### src/rtl/bus_xbar_if.sv
// Bus bundle between the two masters/arbiter, the crossbar and the two memory
// slaves.
//
// Signals:
//   m0_grant, m1_grant          one-hot grant pair from the arbiter
//   m0_wr/m0_addr/m0_dout       master 0 request
//   m1_wr/m1_addr/m1_dout       master 1 request
//   s0_dout, s1_dout            slave read data (1-cycle registered latency)
//   s0_sel, s1_sel              slave selects
//   s_addr, s_wr, s_din         routed request towards the slaves
//   m_din                       read data returned to both masters
//   bus_err                     one-cycle pulse after an unmapped access
//
// Modports:
//   slave  - the crossbar itself; it consumes the master side of the bus
//   master - the surrounding environment: masters, arbiter and memory slaves
interface bus_xbar_if #(
    parameter int ADDR_W = 8,
    parameter int DATA_W = 32
);
    logic              m0_grant;
    logic              m1_grant;
    logic              m0_wr;
    logic [ADDR_W-1:0] m0_addr;
    logic [DATA_W-1:0] m0_dout;
    logic              m1_wr;
    logic [ADDR_W-1:0] m1_addr;
    logic [DATA_W-1:0] m1_dout;
    logic [DATA_W-1:0] s0_dout;
    logic [DATA_W-1:0] s1_dout;
    logic              s0_sel;
    logic              s1_sel;
    logic [ADDR_W-1:0] s_addr;
    logic              s_wr;
    logic [DATA_W-1:0] s_din;
    logic [DATA_W-1:0] m_din;
    logic              bus_err;

    modport slave (
        input  m0_grant, m1_grant,
        input  m0_wr, m0_addr, m0_dout,
        input  m1_wr, m1_addr, m1_dout,
        input  s0_dout, s1_dout,
        output s0_sel, s1_sel, s_addr, s_wr, s_din,
        output m_din, bus_err
    );

    modport master (
        output m0_grant, m1_grant,
        output m0_wr, m0_addr, m0_dout,
        output m1_wr, m1_addr, m1_dout,
        output s0_dout, s1_dout,
        input  s0_sel, s1_sel, s_addr, s_wr, s_din,
        input  m_din, bus_err
    );
endinterface

### src/rtl/bus_xbar.sv
// Two-master / two-slave shared-bus crossbar.
// Routes the granted master's request to the slave picked by address decode,
// returns slave read data one cycle later and flags unmapped accesses.
//
// Ports:
//   clk      system clock, rising edge
//   reset_n  asynchronous active-low reset
//   bus      bus_xbar_if.slave bundle (grants, master requests, slave read
//            data in; slave selects, routed request, m_din, bus_err out)
module bus_xbar #(
    parameter int ADDR_W    = 8,
    parameter int DATA_W    = 32,
    parameter int SLV_AW    = 5,
    parameter int S0_REGION = 0,
    parameter int S1_REGION = 1
) (
    input  logic       clk,
    input  logic       reset_n,
    bus_xbar_if.slave  bus
);
    localparam int REG_W = ADDR_W - SLV_AW;
    localparam logic [REG_W-1:0] S0_IDX = REG_W'(S0_REGION);
    localparam logic [REG_W-1:0] S1_IDX = REG_W'(S1_REGION);

    logic              active;
    logic [ADDR_W-1:0] s_addr;
    logic              s_wr;
    logic [DATA_W-1:0] s_din;
    logic [REG_W-1:0]  region;
    logic              s0_hit;
    logic              s1_hit;
    logic              unmapped;
    logic [1:0]        rd_sel_p1;
    logic              bus_err_p1;

    // ---- stage 0: master mux and address decode (combinational) ----
    always_comb begin
        active = 1'b0;
        s_addr = '0;
        s_wr   = 1'b0;
        s_din  = '0;
        unique case ({bus.m0_grant, bus.m1_grant})
            2'b10: begin
                active = 1'b1;
                s_addr = bus.m0_addr;
                s_wr   = bus.m0_wr;
                s_din  = bus.m0_dout;
            end
            2'b01: begin
                active = 1'b1;
                s_addr = bus.m1_addr;
                s_wr   = bus.m1_wr;
                s_din  = bus.m1_dout;
            end
            default: begin
                // no grant or an illegal double grant: keep the bus quiet
            end
        endcase
    end

    assign region   = s_addr[ADDR_W-1:SLV_AW];
    assign s0_hit   = active && (region == S0_IDX);
    // slave 0 wins if both regions were configured identically, so the
    // selects stay mutually exclusive
    assign s1_hit   = active && (region == S1_IDX) && !s0_hit;
    assign unmapped = active && !s0_hit && !s1_hit;

    assign bus.s0_sel = s0_hit;
    assign bus.s1_sel = s1_hit;
    assign bus.s_addr = s_addr;
    assign bus.s_wr   = s_wr;
    assign bus.s_din  = s_din;

    // ---- stage 1: remember which slave owes read data, register error ----
    always_ff @(posedge clk or negedge reset_n) begin
        if (!reset_n) begin
            rd_sel_p1  <= 2'b00;
            bus_err_p1 <= 1'b0;
        end else begin
            rd_sel_p1  <= {s0_hit & ~s_wr, s1_hit & ~s_wr};
            bus_err_p1 <= unmapped;
        end
    end

    // ---- stage 1 output: read-return mux, independent of the current grant ----
    always_comb begin
        unique case (rd_sel_p1)
            2'b10:   bus.m_din = bus.s0_dout;
            2'b01:   bus.m_din = bus.s1_dout;
            default: bus.m_din = '0;
        endcase
    end

    assign bus.bus_err = bus_err_p1;
endmodule
### src/flat_wrapper.sv
// flat-port wrapper written by rule: the top's interface ports become plain ports
module bus_xbar_flat 
#(
    parameter int ADDR_W    = 8,
    parameter int DATA_W    = 32,
    parameter int SLV_AW    = 5,
    parameter int S0_REGION = 0,
    parameter int S1_REGION = 1
)
  (clk, reset_n, bus_m0_grant, bus_m1_grant, bus_m0_wr, bus_m0_addr, bus_m0_dout, bus_m1_wr, bus_m1_addr, bus_m1_dout, bus_s0_dout, bus_s1_dout, bus_s0_sel, bus_s1_sel, bus_s_addr, bus_s_wr, bus_s_din, bus_m_din, bus_bus_err);
  bus_xbar_if #(.ADDR_W(ADDR_W), .DATA_W(DATA_W)) bus_i ();
  input  logic clk;
  input  logic reset_n;
  input wire logic [$bits(bus_i.m0_grant)-1:0] bus_m0_grant;
  input wire logic [$bits(bus_i.m1_grant)-1:0] bus_m1_grant;
  input wire logic [$bits(bus_i.m0_wr)-1:0] bus_m0_wr;
  input wire logic [$bits(bus_i.m0_addr)-1:0] bus_m0_addr;
  input wire logic [$bits(bus_i.m0_dout)-1:0] bus_m0_dout;
  input wire logic [$bits(bus_i.m1_wr)-1:0] bus_m1_wr;
  input wire logic [$bits(bus_i.m1_addr)-1:0] bus_m1_addr;
  input wire logic [$bits(bus_i.m1_dout)-1:0] bus_m1_dout;
  input wire logic [$bits(bus_i.s0_dout)-1:0] bus_s0_dout;
  input wire logic [$bits(bus_i.s1_dout)-1:0] bus_s1_dout;
  output wire logic [$bits(bus_i.s0_sel)-1:0] bus_s0_sel;
  output wire logic [$bits(bus_i.s1_sel)-1:0] bus_s1_sel;
  output wire logic [$bits(bus_i.s_addr)-1:0] bus_s_addr;
  output wire logic [$bits(bus_i.s_wr)-1:0] bus_s_wr;
  output wire logic [$bits(bus_i.s_din)-1:0] bus_s_din;
  output wire logic [$bits(bus_i.m_din)-1:0] bus_m_din;
  output wire logic [$bits(bus_i.bus_err)-1:0] bus_bus_err;
  assign bus_i.m0_grant = bus_m0_grant;
  assign bus_i.m1_grant = bus_m1_grant;
  assign bus_i.m0_wr = bus_m0_wr;
  assign bus_i.m0_addr = bus_m0_addr;
  assign bus_i.m0_dout = bus_m0_dout;
  assign bus_i.m1_wr = bus_m1_wr;
  assign bus_i.m1_addr = bus_m1_addr;
  assign bus_i.m1_dout = bus_m1_dout;
  assign bus_i.s0_dout = bus_s0_dout;
  assign bus_i.s1_dout = bus_s1_dout;
  assign bus_s0_sel = bus_i.s0_sel;
  assign bus_s1_sel = bus_i.s1_sel;
  assign bus_s_addr = bus_i.s_addr;
  assign bus_s_wr = bus_i.s_wr;
  assign bus_s_din = bus_i.s_din;
  assign bus_m_din = bus_i.m_din;
  assign bus_bus_err = bus_i.bus_err;
  bus_xbar #(.ADDR_W(ADDR_W), .DATA_W(DATA_W), .SLV_AW(SLV_AW), .S0_REGION(S0_REGION), .S1_REGION(S1_REGION)) u_core (.clk(clk), .reset_n(reset_n), .bus(bus_i));
endmodule
### config.mk
export PLATFORM = sky130hd
export DESIGN_NAME = bus_xbar_flat
export DESIGN_NICKNAME = d
export VERILOG_FILES = /design/src/rtl/bus_xbar_if.sv /design/src/rtl/bus_xbar.sv /design/src/flat_wrapper.sv
export SDC_FILE = /design/constraint.sdc
export NUM_CORES = 1
export LEC_CHECK = 0
export CAP_MARGIN = 20
export CORE_AREA = 2 2 89 91
export CTS_CLUSTER_SIZE = 20
export DETAILED_ROUTE_END_ITERATION = 16
export DIE_AREA = 0 0 91 93
export PLACE_DENSITY_LB_ADDON = 0.1
export RECOVER_POWER = 25
export SETUP_SLACK_MARGIN = 0.4
export SLEW_MARGIN = 10
export SYNTH_ARGS = -nofsm -noshare
export SYNTH_HDL_FRONTEND = slang
export SYNTH_SLANG_ARGS = --single-unit
export TNS_END_PERCENT = 20
### constraint.sdc
create_clock -name clk -period 1.9 [get_ports clk]
set_input_delay 0.57 -clock clk [delete_from_list [all_inputs] [get_ports clk]]
set_output_delay 0.57 -clock clk [all_outputs]
set_load 0.02 [all_outputs]
[Yosys cells after proc, flatten, opt, wreduce, memory -nomap -nowiden]
Cells that the tools add are included.
Storage, ports and cells
  bits in registers: 3
  bits in latches: 0
  RAM bits: 0
  ROM bits: 0
  input port bits: 150
  output and inout bits: 76
  memories: 0
Operators by class
  add/sub/neg operators: 0
  multiply operators: 0
  div/mod/pow operators: 0
  $lt $le $gt $ge: 0
  eq/ne operators: 5
  shift operators: 0
  muxes and demuxes: 5
  bitwise logic cells: 3
  reduce and logical (&&, ||, !) cells: 9
Operator list (number)
  one-hot mux 32 bit (2 select lines): 2
  one-hot mux 8 bit (2 select lines): 1
  logical AND 1 bit: 5
  equality test 2 x 1 -> 1 bit, second input constant: 2
  equality test 2 bit, second input constant: 2
  equality test 3 x 1 -> 1 bit, second input constant: 1
  logical NOT 3 bit: 1
  AND 1 bit: 2
  logical NOT 1 bit: 2
  one-hot mux 1 bit (2 select lines): 1
  OR reduction 2 bit: 1
  2-to-1 mux 1 bit: 1
  inverter 1 bit: 1

[Longest topological paths before layout]
  depth after elaboration: 8
  gate-level depth with buffers: 7
  mapped depth without buffers: 5

[Worst setup path before layout]
OpenSTA, ideal clock, no wires.
  path kind: input-to-output
  from: input port bus_m1_grant
  to: output port bus_s1_sel
  data arrival time: 1.561 ns
  setup slack: -0.231 ns
  cell stages on the path: 5
  cells stage by stage: inv_1 -> ha_1 -> buf_2 -> or2_4 -> nor2_1
On the way
  longest elaborated chain between the ends: 6
  elaborated cells on any way between the ends: 11
  those cells by class: 3 x eq/ne; 2 x mux; 6 x reduce/logical
RTL lines
  start, declared: RTL line flat_wrapper.sv:15  | input wire logic [$bits(bus_i.m1_grant)-1:0] bus_m1_grant;
  equality test 2 x 1 -> 1 bit / equality test 2 bit (equally long branches): RTL line bus_xbar.sv:42  | unique case ({bus.m0_grant, bus.m1_grant})
  one-hot mux 8 bit (2 select lines) / OR reduction 2 bit (equally long branches)
  logical NOT 3 bit / 2-to-1 mux 1 bit (equally long branches): RTL line bus_xbar.sv:62, bus_xbar.sv:42
  logical AND 1 bit: RTL line bus_xbar.sv:62  | assign s0_hit = active && (region == S0_IDX);
  logical NOT 1 bit: RTL line bus_xbar.sv:65  | assign s1_hit = active && (region == S1_IDX) && !s0_hit;
  logical AND 1 bit *: RTL line bus_xbar.sv:65
  end, declared: RTL line flat_wrapper.sv:25  | output wire logic [$bits(bus_i.s1_sel)-1:0] bus_s1_sel;
Mark *: on every way between the ends. The rest lies on a longest branch, timed or not.

[Final worst setup path]
  from: input port bus_m0_grant
  to: output port bus_s1_sel
On the way
  longest elaborated chain between the ends: 6
  elaborated cells on any way between the ends: 11
  those cells by class: 3 x eq/ne; 2 x mux; 6 x reduce/logical
RTL lines
  start, declared: RTL line flat_wrapper.sv:14  | input wire logic [$bits(bus_i.m0_grant)-1:0] bus_m0_grant;
  equality test 2 x 1 -> 1 bit / equality test 2 bit (equally long branches): RTL line bus_xbar.sv:42
  one-hot mux 8 bit (2 select lines) / OR reduction 2 bit (equally long branches)
  logical NOT 3 bit / 2-to-1 mux 1 bit (equally long branches): RTL line bus_xbar.sv:62, bus_xbar.sv:42
  logical AND 1 bit: RTL line bus_xbar.sv:62
  logical NOT 1 bit: RTL line bus_xbar.sv:65
  logical AND 1 bit *: RTL line bus_xbar.sv:65
Marked as above.

==> results.md <==
STA:
- In the post-route analysis, the smallest setup slack over all paths is -0.328 ns.
- Setup violations remaining at the end of the flow were counted as 75.
- The summed negative setup slack over all endpoints is -13.22 ns.
- The final hold violation count is 0.
- The final max-slew violation count is 0.
- Based on the critical path, the design can be clocked at up to 0.449 GHz.
- For the pin with the worst max-slew slack, the measured transition is 0.261 ns.
- In this run the tightest slew margin relative to its limit is 0.827.
- Setup repair after global routing could not meet its margin everywhere.
- The worst path in the final design needs a cycle of 2.23 ns, including I/O delays and setup.
- The worst hold margin is 0.606 ns.
- The ratio of final minimum period to clock period is 1.17.

Critical path:
- STA classifies the critical path endpoint as an output port.
- The most numerous cell type found on the critical path is sky130_fd_sc_hd__buf_6.
- On the worst path, the slowest cell contributes a delay of 0.28 ns.
- On the critical path the largest part of the delay comes from buffers and inverters.
- STA classifies the critical path startpoint as an input pin.
- The combined buffer and inverter count along the critical path is 5.
- Traced cell by cell, the critical path runs through buf_6 -> buf_8 -> inv_12 -> ha_4 -> buf_6 -> a22oi_2 -> or2_4 -> nor2_4 -> buf_6.
- The kind of critical path is input pin to output port.
- Of all nets on the critical path, the largest fanout is 4.
- The required arrival time at the worst endpoint is 1.33 ns.
- Data arrives at the worst endpoint at 1.66 ns.
- The slowest stage of the critical path is the sky130_fd_sc_hd__or2_4 cell.

Route:
- The average wire per cell in the routed design is 13.8 µm.
- The count of nets left with antenna violations once routing finished came out at 0.
- For this run, design rule violations remaining after detail routing come to 0.
- After the first detailed-routing iteration, the DRC count stood at 41.
- The routed layout has 2381 vias.
- Before antenna repair, the detailed router went through 4 iterations.
- The total wire length after detailed routing is 7360 µm.
- The post-detailed-route via-to-cell ratio is 4.47.

Logic synthesis:
- The number of different library cells in the post-synthesis netlist is 17.
- Of the synthesized area, sequential elements account for 0.0647.
- The cell area after synthesis is 1160 µm².
- Synthesis handed over a netlist of 191 instances.
- The net count after synthesis is 345.
- The average size of a mapped cell is 6.07 µm².
- After synthesis the netlist holds a flip-flop and latch count of 3.
- Yosys printed 0 warnings.

Global route:
- The global-route usage over all layers is 0.169.
- The first-pass GRT wire length is 12000 µm.
- The remaining global-route overflow is 0.
- Entering global routing, the biggest net connects 33 pins.
- The number of global-route vias before repair is 2444.
- The initial antenna violation count is 0.

Placement:
- Detailed placement finished with a half-perimeter wire length of 5860 µm.
- The cell count after placement is 514.
- The routability-driven placement congestion ratio is 0.737.
- The count of port buffers added during placement is 225.

Pwr:
- The leakage power figure is 1.65 nW.
- The largest voltage drop on the vdd net is 0.189 mV.
- The power density of the placed cells is 319 nW/µm².

Final layout:
- The library cells used most frequently in the layout, excluding fill and tap cells, are 146 x sky130_fd_sc_hd__clkdlybuf4s50_1, 49 x sky130_fd_sc_hd__buf_4, 46 x sky130_fd_sc_hd__buf_6, 41 x sky130_fd_sc_hd__a22oi_2, 41 x sky130_fd_sc_hd__nor2_4.
- The number of antenna diodes in the final layout is 0.
- Of the cells placed in the final design, the portion with a size suffix greater than 1 is 0.487.
- Fill cells in the final layout number 688.
- The number of standard cells in the final layout excluding fillers is 533.
- The most common library cell in the layout ignoring fill and taps is sky130_fd_sc_hd__clkdlybuf4s50_1.
- Across the whole layout, storage elements account for 75.1 µm².
- The area growth from synthesis to layout is 283%.
- At the end of the flow, the number of nets in the layout was 586.
- The area of combinational cells with multiple inputs is 1510 µm².

Die:
- The initialized floorplan defines 32 standard-cell rows.
- From left edge to right edge, the die measures 91 µm.
- The floorplan step defined a die boundary enclosing 8460 µm².
- The die height is 93 µm.
- In this run the count of I/O pins placed on the die edge is 226.
- The core region is 7530 µm².
- The initial core utilization is 0.154.

CTS:
- CTS placed an instance of sky130_fd_sc_hd__clkbuf_8 at the clock tree root.
- Counting along the longest clock path gives a buffer depth of 2.
- For this design, the CTS-stage hold fixing added 0 buffers.
- The number of buffers added by the clock tree synthesis step is 3.
- The tree built by TritonCTS fans out to 3 sinks.
- TritonCTS built the clock tree.
- After clock tree synthesis, the clock-pin slew on the worst setup and hold paths is 0.03 ns.
- The H-tree depth is 1.

Run status:
- The run finished, with violations left.
- The final reports fail on negative setup slack.

Hold path:
- The path type of the worst min-delay path is input pin to async pin.

Run:
- The tool flagged a number of max-cap violations equal to 0.
where the power goes:
group          switching [mW]  internal [mW]  leakage [nW]
logic                   0.505          0.661          1.59
registers             0.00223         0.0690        0.0401
clock network          0.0381          0.143        0.0228
total                   0.545          0.873          1.65
layer usage:
layer  share of wire  global-route usage
met2            0.52               0.303
met4          0.0054              0.0341
met5               0                   0
met3            0.11              0.0492
met1            0.37               0.200
cells in the mapped netlist:
master / n / area share
sky130_fd_sc_hd__nor2_1: 73 / 0.24
sky130_fd_sc_hd__a22oi_1: 71 / 0.46
sky130_fd_sc_hd__buf_2: 16 / 0.069
sky130_fd_sc_hd__clkbuf_1: 7 / 0.023
sky130_fd_sc_hd__inv_1: 5 / 0.016
sky130_fd_sc_hd__ha_1: 4 / 0.043
sky130_fd_sc_hd__dfrtp_1: 3 / 0.065
sky130_fd_sc_hd__nor3_2: 2 / 0.017
sky130_fd_sc_hd__o21ai_2: 2 / 0.015
sky130_fd_sc_hd__a21oi_1: 1 / 0.0043
sky130_fd_sc_hd__a22o_1: 1 / 0.0076
sky130_fd_sc_hd__a22oi_2: 1 / 0.011
sky130_fd_sc_hd__buf_6: 1 / 0.0097
sky130_fd_sc_hd__nand2_2: 1 / 0.0054
sky130_fd_sc_hd__nand2b_1: 1 / 0.0054
sky130_fd_sc_hd__nor2b_1: 1 / 0.0054
sky130_fd_sc_hd__or2_4: 1 / 0.0076
metrics by stage:
stage                     power, mW  area (µm²)   util  worst slack, ns
after floorplan               0.579        1740      -         -0.00172
after global placement         1.16        4200  0.558            -1.15
after detailed placement       1.17        4200  0.558            -1.18
after CTS                      1.41        4340  0.577           -0.398
after global routing           1.51        4450  0.591           -0.368
final                          1.42        4450  0.591           -0.328
worst max-delay path by stage:
stage / from / slack, ns / cells after the start / to
6_report: bus_m0_grant / -0.33 / 9 / bus_s1_sel
5_1_grt: bus_m0_grant / -0.37 / 9 / bus_s0_sel
4_1_cts: bus_m0_grant / -0.40 / 9 / bus_s1_sel
3_5_place_dp: bus_m1_grant / -1.18 / 6 / bus_s1_sel
3_3_place_gp: bus_m1_grant / -1.15 / 6 / bus_s1_sel
2_1_floorplan: bus_m0_grant / -0.002 / 7 / bus_s1_sel
final cells by class:
class,count,share of cell area
repair buffers,260,0.598
clock buffers,4,0.0101
flip-flops and latches,3,0.0169
inverters,5,0.00816
multi-input cells,159,0.338
well taps,102,0.0287
registers in the layout (all words and copies together), names as in the netlist:
register and cells:
u_core.bus.bus_err 1, u_core.rd_sel_p1 2
cell families after synthesis:
logic type,after synthesis,synth area share
AO/OA/AOI/OAI,76,0.497
adder cells (fa/ha/maj),4,0.0432
flip-flops,3,0.0647
AND/OR/NAND/NOR,79,0.277
buffers and inverters,29,0.118
timing repair:
item,4_1_cts,5_1_grt
setup buffers,9,4
cloned,2,0
resized for setup,427,20
endpoints found under the setup margin,79,78
pin swaps,41,28
Note: power is estimated with default switching activity, not from simulation.
